===== config.mk =====
export PLATFORM = sky130hd
export DESIGN_NAME = capture_sequencer
export DESIGN_NICKNAME = d
export VERILOG_FILES = /design/src/rtl/capture_pkg.sv /design/src/rtl/level_crossing_detector.sv /design/src/rtl/capture_sequencer.sv
export SDC_FILE = /design/constraint.sdc
export NUM_CORES = 1
export LEC_CHECK = 0
export CORE_ASPECT_RATIO = 1.25
export CORE_MARGIN = 5
export CORE_UTILIZATION = 49
export DETAILED_ROUTE_END_ITERATION = 16
export PLACE_DENSITY = 0.76
export SYNTH_ARGS = -nofsm -noshare
export SYNTH_HDL_FRONTEND = slang
export SYNTH_HIERARCHICAL = 1
export SYNTH_SLANG_ARGS = --single-unit

===== constraint.sdc =====
create_clock -name i_clk -period 3.6 [get_ports i_clk]
set_clock_uncertainty 0.2 [all_clocks]
set_input_delay 0.9 -clock i_clk [delete_from_list [all_inputs] [get_ports i_clk]]
set_output_delay 0.9 -clock i_clk [all_outputs]
set_load 0.005 [all_outputs]

===== src/rtl/capture_pkg.sv =====
// Shared types and defaults for the scope capture sequencer.
package capture_pkg;

  localparam int DATA_W_DEF = 12;
  localparam int ADDR_W_DEF = 10;

  // Default trigger level for top-level tie-off.
  localparam logic [11:0] LEVEL_DEF = 12'h5DC;

  typedef enum logic [2:0] {
    ST_IDLE    = 3'd0,
    ST_PRETRIG = 3'd1,
    ST_ARMED   = 3'd2,
    ST_POST    = 3'd3,
    ST_XFER    = 3'd4
  } state_t;

endpackage


===== src/rtl/level_crossing_detector.sv =====
// Slope-qualified level crossing between the previous valid sample and the current one.
module level_crossing_detector #(
  parameter int DATA_W = 12
) (
  input  logic              clk,
  input  logic              reset,
  input  logic              clear,
  input  logic              valid,
  input  logic [DATA_W-1:0] data,
  input  logic [DATA_W-1:0] level,
  input  logic              rising,
  input  logic              enable,
  output logic              hit
);

  logic [DATA_W-1:0] prev;
  logic              prev_valid;
  logic              crossed;

  always_ff @(posedge clk) begin
    if (reset) begin
      prev       <= '0;
      prev_valid <= 1'b0;
    end else if (clear) begin
      prev_valid <= 1'b0;
    end else if (valid) begin
      prev       <= data;
      prev_valid <= 1'b1;
    end
  end

  // NOTE: every output of a combinational block gets a default first, so no latch is inferred.
  always_comb begin
    crossed = 1'b0;
    if (rising) crossed = (prev < level) && (data >= level);
    else        crossed = (prev > level) && (data <= level);
    hit = enable && valid && prev_valid && crossed;
  end

endmodule


===== src/rtl/capture_sequencer.sv =====
// Acquisition controller: circular pre-trigger capture, level trigger, post fill, readout handoff.
import capture_pkg::*;

module capture_sequencer #(
  parameter int DATA_W = DATA_W_DEF,
  parameter int ADDR_W = ADDR_W_DEF
) (
  input  logic              i_clk,
  input  logic              i_reset,
  input  logic              i_arm,
  input  logic              i_single,
  input  logic [DATA_W-1:0] i_level,
  input  logic              i_rising,
  input  logic [ADDR_W-1:0] i_pretrig,
  input  logic              i_response_valid,
  input  logic [DATA_W-1:0] i_sample_data,
  input  logic              i_transfer_done,
  output logic              o_wr_en,
  output logic [ADDR_W-1:0] o_wr_addr,
  output logic [DATA_W-1:0] o_wr_data,
  output logic [ADDR_W-1:0] o_trig_addr,
  output logic              o_trigger,
  output logic              o_transfer_req,
  output logic              o_busy
);

  state_t            state;
  logic [ADDR_W-1:0] wr_ptr;
  logic [ADDR_W-1:0] pre_cnt;
  logic [ADDR_W-1:0] post_cnt;
  logic [ADDR_W-1:0] post_load;
  logic [ADDR_W-1:0] cfg_pretrig;
  logic [DATA_W-1:0] cfg_level;
  logic              cfg_single;
  logic              cfg_rising;
  logic              sample_ok;
  logic              start_go;
  logic              hit;
  state_t            start_state;

  assign sample_ok   = i_response_valid && (state inside {ST_PRETRIG, ST_ARMED, ST_POST});
  assign start_go    = ((state == ST_IDLE) && i_arm) ||
                       ((state == ST_XFER) && i_transfer_done && !cfg_single);
  assign start_state = (i_pretrig == '0) ? ST_ARMED : ST_PRETRIG;
  // DEPTH-1-pretrig; the port width already bounds pretrig to DEPTH-1.
  assign post_load   = {ADDR_W{1'b1}} - cfg_pretrig;

  level_crossing_detector #(.DATA_W(DATA_W)) u_detect (
    .clk    (i_clk),
    .reset  (i_reset),
    .clear  (start_go),
    .valid  (sample_ok),
    .data   (i_sample_data),
    .level  (cfg_level),
    .rising (cfg_rising),
    .enable (state == ST_ARMED),
    .hit    (hit)
  );

  // NOTE: sequential state uses non-blocking assignments only, so every branch sees pre-edge values.
  always_ff @(posedge i_clk) begin
    if (i_reset) begin
      state          <= ST_IDLE;
      wr_ptr         <= '0;
      pre_cnt        <= '0;
      post_cnt       <= '0;
      cfg_pretrig    <= '0;
      cfg_level      <= '0;
      cfg_single     <= 1'b0;
      cfg_rising     <= 1'b0;
      o_wr_en        <= 1'b0;
      o_wr_addr      <= '0;
      o_wr_data      <= '0;
      o_trig_addr    <= '0;
      o_trigger      <= 1'b0;
      o_transfer_req <= 1'b0;
      o_busy         <= 1'b0;
    end else begin
      o_wr_en   <= sample_ok;
      o_trigger <= 1'b0;
      if (sample_ok) begin
        o_wr_addr <= wr_ptr;
        o_wr_data <= i_sample_data;
        wr_ptr    <= wr_ptr + 1'b1;
      end

      if (start_go) begin
        cfg_single  <= i_single;
        cfg_level   <= i_level;
        cfg_rising  <= i_rising;
        cfg_pretrig <= i_pretrig;
        pre_cnt     <= '0;
      end

      case (state)
        ST_IDLE: begin
          if (i_arm) begin
            state  <= start_state;
            o_busy <= 1'b1;
          end
        end
        ST_PRETRIG: begin
          if (i_response_valid) begin
            if (pre_cnt == cfg_pretrig - 1'b1) state <= ST_ARMED;
            else                               pre_cnt <= pre_cnt + 1'b1;
          end
        end
        ST_ARMED: begin
          if (hit) begin
            o_trigger   <= 1'b1;
            o_trig_addr <= wr_ptr;
            post_cnt    <= post_load;
            if (post_load == '0) begin
              state          <= ST_XFER;
              o_transfer_req <= 1'b1;
            end else begin
              state <= ST_POST;
            end
          end
        end
        ST_POST: begin
          if (i_response_valid) begin
            if (post_cnt == 1) begin
              state          <= ST_XFER;
              o_transfer_req <= 1'b1;
            end
            post_cnt <= post_cnt - 1'b1;
          end
        end
        ST_XFER: begin
          if (i_transfer_done) begin
            o_transfer_req <= 1'b0;
            if (cfg_single) begin
              state  <= ST_IDLE;
              o_busy <= 1'b0;
            end else begin
              state <= start_state;
            end
          end
        end
        default: state <= ST_IDLE;
      endcase
    end
  end

endmodule


==> impl_metrics.toml <==
[synthesis]
synth-seq-cells = 106
ys_types = 59
syn_nets = 755
synth_edf_count = 0
synth_ff_type = "dfxtp_1"
yosysWarnings = 6
syn_area_um2 = 5319
yosysSeqAreaShare_pct = 39.90
postSynth.asyncResetShare_pct = 0
syn-mean-instance-area_um2 = 7.776
synth_cells = 684

[detailed_routing]
drt_iter0_markers = 245
drtPass1Iterations = 5
ant_nets = 0
drc = 0
viasPerCell = 5.625
avgRoutedWirePerCell_um = 15.74
via_count = 5068
wl_mm = 14.18

[clocking]
clkLatencyLatePin_ns = 0.35
cts_hold_buf = 0
cts_tree = "built"
clock-sinks = 106
cts-htree-levels = 3
cts-root-buf = "clkbuf_16"
clockBufferDepth = 2
clk_pin_slew_worst_paths_ns = 0.07
cts-buffers-inserted = 9

[worst_setup_path]
worst-path-buf-inv = 1
cp_slowest_cell = "a221oi_2"
critPathArrivalTime_ns = 3.49
rrSetupSlack_ns = 0.20
cpPeakStageDelay_ns = 0.37
path_class = "in2reg"
reg2reg_depth = 11
cpLargestDelayFamily = "compound AO/OA/AOI/OAI gates"
crit_required_ns = 3.65
startpoint = "i_sample_data[1]"
critPathCaptureType = "register"
crit_end = "state[1]"
rr_startpoint = "cfg_level[10]"
reg2reg_to = "state[1]"
crit_chain = "clkbuf_2 -> ha_1 -> nor2b_1 -> o211ai_1 -> a211oi_2 -> a2111oi_4 -> xnor2_1 -> a221oi_4 -> mux2i_2 -> a221oi_2 -> o41ai_2 -> a32o_1"
crit_cells = 12
cp-start-kind = "input pin"
crit_path_max_fanout = 5

[power_and_ir_drop]
p_switching_uw = 1581
total_power_uw = 4077
leakage_uw = 0.002530
power.density_nw_per_um2 = 605.6
seqPwrFrac_pct = 37.1
pwr-share-comb_pct = 39.9
swShare_pct = 38.79
p_int_uw = 2495
peakVddDrop_uv = 309.8
clkPwrFrac_pct = 23.0

[global_routing]
grt_pass1_wl_mm = 23.00
grt_start_max_net_pins = 87
grt.total_usage_pct = 21.82
grt_pass1_vias = 4939
gr-total-overflow = 0
antenna_found_initial = 1

[run_status]
outcome = "finished, final reports clean"

[sta]
maxSlewHeadroom_pct = 42.59
hold_viol = 0
hold_ws_ns = 0.2551
post-route-min-period_ns = 3.445
setup_viol = 0
slew_viol_final = 0
worst_pin_slew_ns = 0.8612
fmax_mhz = 290.2
fin_crit_sh_pct = 95.71

[floorplanning]
design.core.area_um2 = 10620
die-area_um2 = 13050
rows = 42
fp.dieW_um = 103.2
die_h_um = 126.5
ios = 77
initial_utilization_pct = 50.11

[finish]
diodes = 0
n_fill_cell = 933
fin_util_pct = 63.41
nNetsFinal = 836
layout-drive-gt1-share_pct = 10.53
syn2layout_area_growth_pct = 26.56

[hold_path]
worst_hold_path_type = "reg2reg"

[run]
drv_cap = 0

[placed_design]
dpl.hpwl_mm = 10.25
port-buffer-count = 76
place.gp.congestion = 0.9104
-- cells in the mapped netlist, types with 4 or more instances --
cell / n / area share (%)
nor2_1: 47 / 3.3
nand3_1: 21 / 2.0
nand2_1: 170 / 12
nor3_1: 14 / 1.3
a211oi_1: 4 / 0.56
inv_1: 23 / 1.6
o21ai_0: 18 / 1.7
a21oi_1: 86 / 8.1
nor2b_1: 5 / 0.59
dfxtp_1: 106 / 40
nand2b_1: 5 / 0.59
clkbuf_1: 31 / 2.2
xor2_1: 11 / 1.8
a21o_1: 4 / 0.56
or3_1: 7 / 0.82
nand4_1: 12 / 1.4
nor4_1: 4 / 0.47
xnor2_1: 10 / 1.6
a22oi_1: 8 / 1.1
a221o_1: 5 / 0.94
ha_1: 30 / 7.1
o211ai_1: 5 / 0.71
-- power groups by stage --
stage / Sequential [uW] / Clock, uW / Combinational, uW
2_1_floorplan: 1460 / 0 / 1130
3_3_place_gp: 1530 / 0 / 1500
3_5_place_dp: 1530 / 0 / 1540
4_1_cts: 1510 / 956 / 1570
5_1_grt: 1540 / 1010 / 1810
6_report: 1510 / 938 / 1630
-- sequential cells by signal, summed over array words and instances, names as in the netlist --
name / flops
o_trig_addr: 10
cfg_pretrig: 10
cfg_level: 12
o_wr_addr: 10
o_trigger: 1
pre_cnt: 10
cfg_rising: 1
o_busy: 1
state: 3
wr_ptr: 10
o_wr_data: 12
u_detect/prev: 12
cfg_single: 1
o_transfer_req: 1
o_wr_en: 1
post_cnt: 10
u_detect/prev_valid: 1
-- worst min path at each step --
stage / endpoint / cells past startpoint / from
2_1_floorplan: u_detect/prev[2] / 2 / u_detect/prev[2]
3_3_place_gp: cfg_level[7] / 2 / cfg_level[7]
3_5_place_dp: o_wr_addr[0] / 2 / o_wr_addr[0]
4_1_cts: o_wr_addr[0] / 2 / o_wr_addr[0]
5_1_grt: u_detect/prev[6] / 2 / u_detect/prev[6]
6_report: o_wr_addr[0] / 2 / o_wr_addr[0]
-- layer usage --
| layer | part of all wire, % | vias up | track usage, % | wire length (um) |
|---|---|---|---|---|
| li1 | - | 2526 | - | - |
| met1 | 40 | 2381 | 25.85 | 5740 |
| met2 | 52 | 128 | 38.12 | 7386 |
| met3 | 4.5 | 31 | 3.899 | 639 |
| met4 | 2.8 | 2 | 8.918 | 403 |
| met5 | 0.071 | - | 0 | 10 |
-- per-stage QoR --
step	instance area, um^2	setup WS [ns]	setup TNS (ns)	cells
2_1_floorplan	5320	0.04983	0	684
3_3_place_gp	6311	-0.5292	-6.654	885
3_5_place_dp	6311	-0.6213	-8.041	885
4_1_cts	6638	0.004827	0	900
5_1_grt	6731	-0.001402	-0.002662	901
6_report	6731	0.1546	0	901
-- cell usage in the layout, fill, tap and decap left out, types with 18 or more instances in the layout --
cell type,count
clkdlybuf4s50_1,63
a21oi_1,82
nor2_1,47
inv_1,23
dfxtp_1,106
nand2_1,169
buf_4,29
nand3_1,21
ha_1,24
o21ai_0,18
-- repair_timing --
item,4_1_cts,5_1_grt
gates cloned,0,0
setup buffers,0,1
pin swaps,13,15
endpoints found under the setup margin,10,13
gates resized for setup,11,24
endpoints found under the hold margin,0,0
-- cell families after synthesis --
group | share of synthesized area [%]
buf+inv | 4.375
compound gates | 18.84
simple gates | 25.78
flops | 39.90
mux | 0.5881
xor+xnor | 3.458
fa+ha+maj | 7.057
-- area by class of cell --
class	count	area [um^2]	share of cell area [%]
clock buffer	9	225.2	3.346
clock inverter	6	51.30	0.7621
inverter	25	93.84	1.394
multi-input combinational	518	3093	45.95
sequential	106	2122	31.52
tap	132	165.2	2.454
timing repair buffer	105	980.9	14.57
-- worst register-to-register path: stages (launching register included) --
cell and delay (ns):
dfxtp_1 0.34, inv_1 0.12, ha_1 0.34, nand4_1 0.18, a211oi_2 0.29, nor4_2 0.10
or3_1 0.40, a221oi_4 0.34, mux2i_2 0.18, a221oi_2 0.37, o41ai_2 0.16, a32o_1 0.29
No activity file was read; power rests on OpenSTA's default activity.
==> RTL change (same settings) <==
Change the package constant `ADDR_W_DEF` from 10 to 11.
--- a/src/rtl/capture_pkg.sv
+++ b/src/rtl/capture_pkg.sv
@@ -3,5 +3,5 @@
 
   localparam int DATA_W_DEF = 12;
-  localparam int ADDR_W_DEF = 10;
+  localparam int ADDR_W_DEF = 11;
 
   // Default trigger level for top-level tie-off.
Ports: changed (resized i_pretrig, o_trig_addr and o_wr_addr); port bits go from 77 to 80. No check against the original RTL was run, so the function may have changed too.
==> RTL change against the unedited design <==
- non-clock buffer count up 17
- final area up 8.5%
- via count up 6.4%
- worst setup slack worse by 0.097 ns
- sequential cell count up 6
- wire length up 6.3%
- total power up 6.1%
- area after synthesis up 7.5%
- critical path depth up 1
- critical path type unchanged
- largest power group unchanged
- highest routed layer is now met4
==> RTL change: results (changes against the unedited design) <==
stage;metric;value;unit;change
power_and_ir_drop;Max IR drop VDD;317;uV;+2.3%
global_routing;GRT met1 Usage;0.259;;+0.000938
logic_synthesis;Netlist cell types;68;;+15%
global_routing;initial antenna violation count;0;;-1
global_routing;vias in the first global route;5192;;+5.1%
logic_synthesis;syn avg cell area;7.87;sq um;+1.1%
placement;PortBufs;79;;+3.9%
logic_synthesis;leading post-synthesis cells by cell area;dfxtp_1, nand2_1, a21oi_1, ha_1, nor2_1;;
detailed_routing;Pre-antenna DRT Iters;4;;-1
placement;dpl hpwl;10600;microns;+3.4%
power_and_ir_drop;Leakage;0.00283;uW;+12%
outcome;status;finished, final reports clean;;
logic_synthesis;Post-Synth XOR/XNOR Area;0.0429;;+0.00831
worst_setup_path;CP max-delay cell;clkdlybuf4s50_1;;
logic_synthesis;complex-gate fraction of the synthesized area;0.175;;-0.0134
global_routing;largest net degree at the start of global routing;70;;-20%
final_layout;layout cells sized above 1;0.124;;+0.0183
power_and_ir_drop;Pint;2650;uW;+6.2%
logic_synthesis;synthesized net count;799;;+5.8%
detailed_routing;DRT iter0 DRCs;267;;+9.0%
timing;Worst-Margin Slew;0.720;ns;-0.141 ns
logic_synthesis;most instantiated cells after synthesis;nand2_1, dfxtp_1, a21oi_1;;
placement;Place WS;-0.386;ns;+0.235 ns
logic_synthesis;mux contribution to synthesized area;0.00350;;-0.00238
logic_synthesis;Synth Area in Adders;0.0656;;-0.00493
global_routing;gr usage total;0.213;;-0.00479
-- RTL change: layer usage --
metal	wire, microns	part of all wire
met4	298	0.020
met2	7790	0.52
met1	6400	0.42
met5	0	0
met3	582	0.039
-- RTL change: cell type report --
cell class                      instances  area, sq um
Clock inverter                          7         88.8
Timing Repair Buffer                  122         1190
Tap cell                              138          173
Fill cell                             959         4200
Multi-Input combinational cell        551         3300
Sequential cell                       112         2240
Inverter                               24         90.1
Clock buffer                            9          225
-- RTL change: cell families (layout without fill, tap and decap cells) --
logic type | Yosys count | count (layout)
adders and majority gates | 30 | 30
DFF | 112 | 112
buffers and inverters | 64 | 162
and+or+nand+nor | 329 | 329
xor gates and xnor gates | 28 | 28
muxes | 2 | 2
AOI/OAI and AO/OA | 162 | 162
-- RTL change: worst max-delay path: cells and delay by family --
kind                       cells  cell delay [ns]
muxes                          1             0.17
adders and majority gates      1             0.22
buffers and inverters          2             0.68
AOI/OAI and AO/OA              4             0.91
and+or+nand+nor                4             0.53
xor gates and xnor gates       1             0.14
-- RTL change: per-stage QoR --
stage | util | area (sq um)
after floorplan | - | 5720
after global placement | 0.592 | 6810
after detailed placement | 0.592 | 6810
after CTS | 0.619 | 7120
after global routing | 0.635 | 7300
final | 0.635 | 7300
-- RTL change: path summary, 6_finish.rpt --
kind | startpoint | endpoint | slack (ns) | cells past startpoint
max | i_sample_data[6] | state[1] | 0.06 | 13
min | o_wr_data[11] | o_wr_data[11] | 0.26 | 2
max reg2reg | cfg_pretrig[1] | state[1] | 0.09 | 9
min reg2reg | o_wr_data[11] | o_wr_data[11] | 0.26 | 2
-- RTL change: power groups by stage --
stage	logic (uW)	clock network (uW)	registers [uW]
5_1_grt	1970	1100	1520
6_report	1790	1030	1510
2_1_floorplan	1180	0	1510
3_5_place_dp	1690	0	1530
3_3_place_gp	1650	0	1530
4_1_cts	1710	1050	1510
-- RTL change: timing repair --
item | CTS | global route
buffers inserted | 0 | 3
endpoints found under the setup margin | 2 | 13
resized for setup | 0 | 28
hold buffers | 0 | 0
pin swaps | 1 | 20
gates cloned | 0 | 1
